==> src/rtl/uart_tx_arbiter.sv <==
// Round-robin scheduler that shares one UART transmitter among N_REQ byte sources.
// Optional frame watchdog is enabled with `define UART_ARB_TIMEOUT_EN.
module uart_tx_arbiter #(
    parameter int N_REQ          = 4,
    parameter int DATA_W         = 8,
    parameter int BAUD_W         = 2,
    parameter int TIMEOUT_CYCLES = 1_000_000
) (
    input  logic                       clk,
    input  logic                       reset,
    input  logic [N_REQ-1:0]           req,
    input  logic [DATA_W*N_REQ-1:0]    req_data,
    input  logic [BAUD_W*N_REQ-1:0]    req_baud,
    output logic [N_REQ-1:0]           grant_ack,
    output logic                       tx_start,
    output logic [DATA_W-1:0]          tx_data,
    output logic [BAUD_W-1:0]          tx_baud,
    input  logic                       tx_busy,
    input  logic                       tx_done,
    output logic [$clog2(N_REQ)-1:0]   active_id,
    output logic                       arb_busy,
    output logic                       timeout_err
);

    localparam int ID_W = $clog2(N_REQ);

    typedef enum logic [2:0] {
        ST_IDLE      = 3'd0,
        ST_LOAD      = 3'd1,
        ST_START     = 3'd2,
        ST_WAIT_BUSY = 3'd3,
        ST_WAIT_DONE = 3'd4
    } state_t;

    state_t              state_r;
    logic [ID_W-1:0]     rr_ptr_r;
    logic [ID_W-1:0]     active_id_r;
    logic [DATA_W-1:0]   tx_data_r;
    logic [BAUD_W-1:0]   tx_baud_r;
    logic [N_REQ-1:0]    grant_ack_r;
    logic                tx_start_r;
    logic                arb_busy_r;
    logic                timeout_err_r;

    logic [ID_W-1:0]     winner_s;
    logic [ID_W:0]       rr_idx_s;
    logic                found_s;
    logic [DATA_W-1:0]   sel_data_s;
    logic [BAUD_W-1:0]   sel_baud_s;
    logic [ID_W-1:0]     next_ptr_s;
    logic                timeout_hit_s;

    // Round-robin search: first pending request at or after rr_ptr, wrapping at N_REQ.
    always_comb begin
        winner_s = rr_ptr_r;
        found_s  = 1'b0;
        rr_idx_s = '0;
        for (int i = 0; i < N_REQ; i++) begin
            rr_idx_s = {1'b0, rr_ptr_r} + (ID_W+1)'(i);
            if (rr_idx_s >= (ID_W+1)'(N_REQ)) begin
                rr_idx_s = rr_idx_s - (ID_W+1)'(N_REQ);
            end else begin
                rr_idx_s = rr_idx_s;
            end
            if (!found_s && req[rr_idx_s[ID_W-1:0]]) begin
                winner_s = rr_idx_s[ID_W-1:0];
                found_s  = 1'b1;
            end else begin
                found_s  = found_s;
            end
        end
    end

    // Byte and baud code of the selected requester.
    always_comb begin
        sel_data_s = '0;
        sel_baud_s = '0;
        for (int i = 0; i < N_REQ; i++) begin
            if (winner_s == ID_W'(i)) begin
                sel_data_s = req_data[i*DATA_W +: DATA_W];
                sel_baud_s = req_baud[i*BAUD_W +: BAUD_W];
            end else begin
                sel_data_s = sel_data_s;
                sel_baud_s = sel_baud_s;
            end
        end
    end

    assign next_ptr_s = (active_id_r == ID_W'(N_REQ - 1)) ? '0 : (active_id_r + ID_W'(1));

`ifdef UART_ARB_TIMEOUT_EN
    localparam int CNT_W = (TIMEOUT_CYCLES > 2) ? $clog2(TIMEOUT_CYCLES) : 1;

    logic [CNT_W-1:0] wd_cnt_r;

    // Frame watchdog: cleared on the way into START, counts every waiting cycle.
    always_ff @(posedge clk or negedge reset) begin
        if (!reset) begin
            wd_cnt_r <= '0;
        end else if (state_r == ST_LOAD) begin
            wd_cnt_r <= '0;
        end else if ((state_r == ST_WAIT_BUSY) || (state_r == ST_WAIT_DONE)) begin
            wd_cnt_r <= wd_cnt_r + CNT_W'(1);
        end else begin
            wd_cnt_r <= wd_cnt_r;
        end
    end

    assign timeout_hit_s = ((state_r == ST_WAIT_BUSY) || (state_r == ST_WAIT_DONE)) &&
                           (wd_cnt_r == CNT_W'(TIMEOUT_CYCLES - 1));
`else
    assign timeout_hit_s = 1'b0;
`endif

    // Arbitration FSM; outputs are registered and lag the state decision by one edge.
    always_ff @(posedge clk or negedge reset) begin
        if (!reset) begin
            state_r       <= ST_IDLE;
            rr_ptr_r      <= '0;
            active_id_r   <= '0;
            tx_data_r     <= '0;
            tx_baud_r     <= '0;
            grant_ack_r   <= '0;
            tx_start_r    <= 1'b0;
            arb_busy_r    <= 1'b0;
            timeout_err_r <= 1'b0;
        end else begin
            grant_ack_r <= '0;
            tx_start_r  <= 1'b0;
            case (state_r)
                ST_IDLE: begin
                    if ((|req) && !tx_busy) begin
                        tx_data_r   <= sel_data_s;
                        tx_baud_r   <= sel_baud_s;
                        active_id_r <= winner_s;
                        state_r     <= ST_LOAD;
                        arb_busy_r  <= 1'b1;
                    end else begin
                        arb_busy_r  <= 1'b0;
                    end
                end
                ST_LOAD: begin
                    grant_ack_r <= {{(N_REQ-1){1'b0}}, 1'b1} << active_id_r;
                    state_r     <= ST_START;
                end
                ST_START: begin
                    tx_start_r <= 1'b1;
                    state_r    <= ST_WAIT_BUSY;
                end
                ST_WAIT_BUSY, ST_WAIT_DONE: begin
                    // A fast transmitter may finish before busy is ever seen.
                    if (tx_done) begin
                        state_r    <= ST_IDLE;
                        rr_ptr_r   <= next_ptr_s;
                        arb_busy_r <= 1'b0;
                    end else if (timeout_hit_s) begin
                        state_r       <= ST_IDLE;
                        rr_ptr_r      <= next_ptr_s;
                        arb_busy_r    <= 1'b0;
                        timeout_err_r <= 1'b1;
                    end else if ((state_r == ST_WAIT_BUSY) && tx_busy) begin
                        state_r <= ST_WAIT_DONE;
                    end else begin
                        state_r <= state_r;
                    end
                end
                default: begin
                    state_r    <= ST_IDLE;
                    arb_busy_r <= 1'b0;
                end
            endcase
        end
    end

    assign grant_ack   = grant_ack_r;
    assign tx_start    = tx_start_r;
    assign tx_data     = tx_data_r;
    assign tx_baud     = tx_baud_r;
    assign active_id   = active_id_r;
    assign arb_busy    = arb_busy_r;
    assign timeout_err = timeout_err_r;

endmodule

==> config.mk <==
export PLATFORM = sky130hd
export DESIGN_NAME = uart_tx_arbiter
export DESIGN_NICKNAME = d
export VERILOG_FILES = /design/src/rtl/uart_tx_arbiter.sv
export SDC_FILE = /design/constraint.sdc
export NUM_CORES = 1
export LEC_CHECK = 0
export ABC_AREA = 1
export CORE_UTILIZATION = 40
export CTS_BUF_LIST = sky130_fd_sc_hd__clkbuf_2 sky130_fd_sc_hd__clkbuf_4 sky130_fd_sc_hd__clkbuf_8
export CTS_CLUSTER_SIZE = 25
export DETAILED_ROUTE_END_ITERATION = 7
export GPL_ROUTABILITY_DRIVEN = 0
export HOLD_SLACK_MARGIN = 0.02
export MAX_ROUTING_LAYER = met4
export PLACE_DENSITY = 0.78
export SYNTH_ARGS = -nofsm -noshare
export SYNTH_HDL_FRONTEND = slang
export SYNTH_SLANG_ARGS = --single-unit
==> constraint.sdc <==
create_clock -name clk -period 2.18 [get_ports clk]
set_clock_uncertainty 0.2 [all_clocks]
set_input_delay 0.218 -clock clk [delete_from_list [all_inputs] [get_ports clk]]
set_output_delay 0.218 -clock clk [all_outputs]
set_load 0.01 [all_outputs]
After elaboration in Yosys (flattened, before gate mapping). Index checks and enable logic that the tools add are counted.

ROM bits: 0. Register bits: 23. Memories: 0. Output and inout port bits: 19. Word-level logic and storage cells: 92. Latch bits: 0. RAM bits: 0. Input port bits: 48.

Add/subtract/negate cells: 8. Order comparisons: 8. Multiply operators: 0. Muxes and demuxes: 37. Div/mod/pow operators: 0. Shift operators: 1. Bitwise gates (word level): 1. Reduce and logical (&&, ||, !) cells: 18. Equal/unequal tests: 11.

Operators with widths (count): 8-bit 2-to-1 mux (4); 2-bit 2-to-1 mux (13); 2-bit by 3-bit less-than comparator with 1-bit output, second input constant (4); 3-bit case mux with 4 select lines (1); 1-bit 2-to-1 mux (10); 3-bit greater-or-equal comparator, second input constant (3); 3-bit 2-to-1 mux (3); 1-bit binary-select mux with 2-bit select (4); 2-bit AND reduction (4); 2-bit by 1-bit subtractor with 2-bit output, second input constant (4); 2-bit by 2-bit adder with 3-bit output, second input constant (2); 2-bit equality test, second input constant (3); 3-bit by 2-bit equality test with 1-bit output, second input constant (2); 1-bit logical AND (5); 1-bit zero test (4); 4-bit 2-to-1 mux (1); 2-bit inequality test, second input constant (2); 2-bit OR reduction (2); 4-bit OR reduction (1); 1-bit by 2-bit left shift with 4-bit output, first input constant (1); 2-bit by 1-bit adder with 3-bit output, second input constant (1); 3-bit by 1-bit equality test with 1-bit output, second input constant (1); 3-bit equality test, second input constant (1); 2-bit by 3-bit greater-or-equal comparator with 1-bit output, second input constant (1); 7 further kinds (7).

Longest topological paths before layout.
Word-level depth: 19. Depth in mapped cells: 18. Depth with buffers taken out: 16.

Worst setup path after synthesis. OpenSTA, ideal clock, no wires.

Path type: flip-flop to flip-flop. From: reg rr_ptr_r[0]. To: reg tx_baud_r[1] (netlist: tx_baud[1]). Slack: 0.151 ns. Data arrival time: 1.711 ns. Setup time: 0.118 ns. Stages on the path, launching flop included: 17. Period minus slack after synthesis: 2.029 ns. Buffers on the path: 2. Required time: 1.862 ns. Cell sequence: dfrtp_1 -> buf_4 -> inv_4 -> nand2_1 -> nand2_1 -> nand2_2 -> nand2_4 -> nand3_1 -> nand2_2 -> nand2_1 -> nand2_4 -> nand2_4 -> buf_8 -> inv_8 -> nand2_1 -> o21ai_2 -> o21ai_2.

Cells in the longest elaborated chain, start to end: 19. Elaborated cells between the ends (all ways): 44. Those cells by class: add/sub: 7; order compare: 4; eq/ne: 3; mux: 23; reduce/logical: 7.

Ends and longest elaborated chain: start: declaration (RTL line 36) `logic [ID_W-1:0] rr_ptr_r;`; start signal: assignment (RTL line 154) `rr_ptr_r <= next_ptr_s;`; start signal: assignment (RTL line 158) `rr_ptr_r <= next_ptr_s;`; branches (longest 13 deep; another with 2-bit by 1-bit adder with 3-bit output); 2-bit 2-to-1 mux (*) (RTL line 65) `if (!found_s && req[rr_idx_s[ID_W-1:0]]) begin`; 2-bit zero test (RTL line 79) `if (winner_s == ID_W'(i)) begin`; 2-bit 2-to-1 mux (3 in series) (RTL line 79); 2-bit 2-to-1 mux (*) (RTL line 79); end signal: assignment (RTL line 134) `tx_baud_r <= sel_baud_s;`; end: declaration (RTL line 39) `logic [BAUD_W-1:0] tx_baud_r;`.

Mark *: on every way between the ends. The select of a mux whose other input is x is not followed. A chain may end at the register's enable or synchronous reset.

Final worst setup path.
From: reg rr_ptr_r[0]. To: reg tx_data_r[2] (netlist: tx_data[2]).

Cells in the longest elaborated chain, start to end: 19. Elaborated cells between the ends (all ways): 44. Those cells by class: add/sub: 7; order compare: 4; eq/ne: 3; mux: 23; reduce/logical: 7.

Ends and longest elaborated chain: branches (longest 13 deep; another with 2-bit by 1-bit adder with 3-bit output); 2-bit 2-to-1 mux (*) (RTL line 65); 2-bit zero test (RTL line 79); 8-bit 2-to-1 mux (3 in series) (RTL line 79); 8-bit 2-to-1 mux (*) (RTL line 79); end signal: assignment (RTL line 133) `tx_data_r <= sel_data_s;`; end: declaration (RTL line 38) `logic [DATA_W-1:0] tx_data_r;`.

Marks and branches as above.

==> flow_summary.ini <==
[outcome]
violations = negative setup slack
status = finished with violations

[sta]
rsz0062_at_grt = true
fin_crit_ns = 2.204
slew_viol_final = 0
fin_crit_sh_pct = 101.1
report.final.hold_viol_count = 0
finalSetupViolCount = 3
setup_tns_ns = -0.04839
max_freq_mhz = 453.8
timing.final.ws_setup_ns = -0.02371

[synthesis]
syn_area_mm2 = 0.001678
seq_area_frac_synth_pct = 34.30
synth_top_flop_cell = dfrtp_1
synth_top_area_cell = dfrtp_1
synth_area_per_cell_um2 = 7.110
muxShareOfSynthArea_pct = 0
synth_edf_count = 0
syn_nets = 288
synth_compound_area_share_pct = 3.878
synth_warnings = 0
yosys-top-cells-count = 75 x nand2_1, 30 x nand3_1, 25 x nor2_1, 23 x dfrtp_1, 16 x inv_1
syn_inst = 236
synth.top_cells.by_area = dfrtp_1 34%, nand2_1 17%, nand3_1 8.9%
ys_types = 29
synth_top_family_by_area = simple AND/OR/NAND/NOR gates
synth_seq_cells = 23
synth-xor-area-share_pct = 0
netlist.area_leader.share_pct = 34.30
yosys.area_share.simple_pct = 49.22
synth_most_common_cell = nand2_1
synthArstFlopShare_pct = 100.0
synth_adder_area_share_pct = 2.983

[setup_path]
critPathMaxFanout = 11
end_kind = flip-flop
critPathRequiredTime_ns = 2.14
cp.arrival_ns = 2.16
path_class = flip-flop to flip-flop
r2r_cells = 15
start_kind = flip-flop

[global_routing]
grt_max_degree = 24
track_usage_pct = 23.80
grt_pass1_vias = 1732
grt_pass1_wl_um = 7900
overflow = 0
antenna_found_initial = 0

[finish]
final_area_mm2 = 0.002738
seq_area_um2 = 578.1
antenna_cells = 0
nets = 371
syn2layout_area_growth_pct = 63.16
multi_input_area_mm2 = 0.001122
drive_gt1_share_pct = 22.64
nFillCells = 296

[flow_run]
drv_cap = 0

[routing]
detail_route.iter0.violations = 141
ant_nets = 0
firstDrtPassIters = 4
wl_um = 5019
wire_per_inst_um = 13.64
viasPerCell = 5.247
vias = 1931
drc = 0

[floorplan]
die_w_um = 66.77
placeableCoreArea_mm2 = 0.004000
std_cell_rows = 23
io_pins = 67
start_util_pct = 41.95
die_area_mm2 = 0.004458
die_h_um = 66.77

[cts]
cts-root-buf = clkbuf_8
clkTransAtPathRegs_ns = 0.08
numCtsBuffers = 3
cts_tree = yes
cts.sinks = 23
cts_max_path_buffers = 2
clk_latency_ns = 0.26
cts_hold_buf = 0
h-tree-depth = 1

[placed_design]
dp_hpwl_um = 3503
port_buffers = 65
post-place-ws_ns = -0.1759
place_area_mm2 = 0.002436

[min_path]
hold_path.class = primary input to async pin

[power_and_ir_drop]
power_leakage_nw = 1.262
p_per_area_mw_per_mm2 = 1744
ir_drop_v = 0.001153
-- cell usage in the layout, fill, tap and decap left out --
cell	count
buf_4	13
or2_2	1
inv_1	15
buf_12	2
clkdlybuf4s50_1	65
nor3_1	2
dfrtp_2	2
dfrtp_1	21
o21ai_0	7
inv_6	1
nor2_1	24
conb_1	1
buf_6	4
clkbuf_4	1
nand3_1	29
inv_4	2
nand3b_2	1
nor2_8	1
nand4_1	13
nand2_2	14
a22oi_1	1
ha_1	4
nand3_4	6
inv_2	1
inv_8	1
nor2_4	1
a21oi_1	1
nor2_2	2
nand3_2	5
clkbuf_8	3
nand2_1	63
o21ai_2	2
nand2_8	4
nand2_4	5
-- cells by family after synthesis --
group / after synthesis
buffers and inverters: 30
adders and majority gates: 4
and+or+nand+nor: 167
other: 1
AOI/OAI and AO/OA: 11
DFF: 23
-- sequential cells by signal (all words and copies together) (netlist names) --
register / flops
tx_data: 8
grant_ack: 4
state_r: 3
active_id: 2
rr_ptr_r: 2
tx_baud: 2
arb_busy: 1
tx_start: 1
-- power breakdown --
group          total (W)  internal [W]  switching, W
combinational    0.00374       0.00154       0.00220
sequential      0.000768      0.000605      0.000163
clock           0.000271      0.000143      0.000128
-- repair_timing --
item | CTS | global route
setup endpoints to repair | 10 | 10
resized for setup | 16 | 22
buffers inserted | 3 | 2
gates cloned | 3 | 1
pin swaps | 6 | 15
-- layout make-up --
| class | instances | area share, % |
|---|---|---|
| clock buffers | 4 | 1.782 |
| repair buffers | 84 | 30.44 |
| flip-flops and latches | 23 | 21.12 |
| inverters | 20 | 3.382 |
| multi-input cells | 187 | 41.00 |
| well taps | 50 | 2.285 |
-- layer usage --
metal | global-route usage (%) | share of wire, % | vias to the layer above
met4 | 7.979 | 2.4 | 0
met3 | 1.541 | 5.7 | 12
met5 | - | 0 | -
li1 | - | - | 938
met2 | 39.14 | 50 | 85
met1 | 30.97 | 42 | 896
-- per-stage QoR --
stage	hold slack, ns	std cells	power (W)	util (%)
6_report	0.09794	368	0.004776	68.44
2_1_floorplan	-0.2776	236	0.002781	-
3_5_place_dp	0.2654	355	0.003627	60.90
5_1_grt	0.1288	368	0.005152	68.44
4_1_cts	0.1088	365	0.004345	65.62
3_3_place_gp	0.2623	355	0.003562	60.90
-- critical path, cell delays in order, from the launching register on --
cell and delay [ns]:
dfrtp_2 0.48, inv_4 0.13, nand2_1 0.08, nand2_2 0.08, nand2_2 0.07, nand2_4 0.11, nand3_4 0.09, nand2_1 0.07
nand2_1 0.06, nand2_2 0.14, inv_6 0.08, buf_12 0.14, nand3_1 0.08, nand4_1 0.14, nand2_1 0.11, nand2_1 0.05
-- path summary, 6_finish.rpt --
check / from / endpoint / slack (ns)
setup / recovery: rr_ptr_r[0]$_DFFE_PN0P_ / tx_data[2]$_DFFE_PN0P_ / -0.02
hold / removal: reset / tx_data[1]$_DFFE_PN0P_ / 0.1
setup reg to reg: rr_ptr_r[0]$_DFFE_PN0P_ / tx_data[2]$_DFFE_PN0P_ / -0.02
hold reg to reg: tx_data[2]$_DFFE_PN0P_ / tx_data[2]$_DFFE_PN0P_ / 0.28
max in group asynchronous: reset / rr_ptr_r[0]$_DFFE_PN0P_ / 1.43
min in group clk: tx_data[2]$_DFFE_PN0P_ / tx_data[2]$_DFFE_PN0P_ / 0.28
Note: power is estimated with default switching activity, not from simulation.
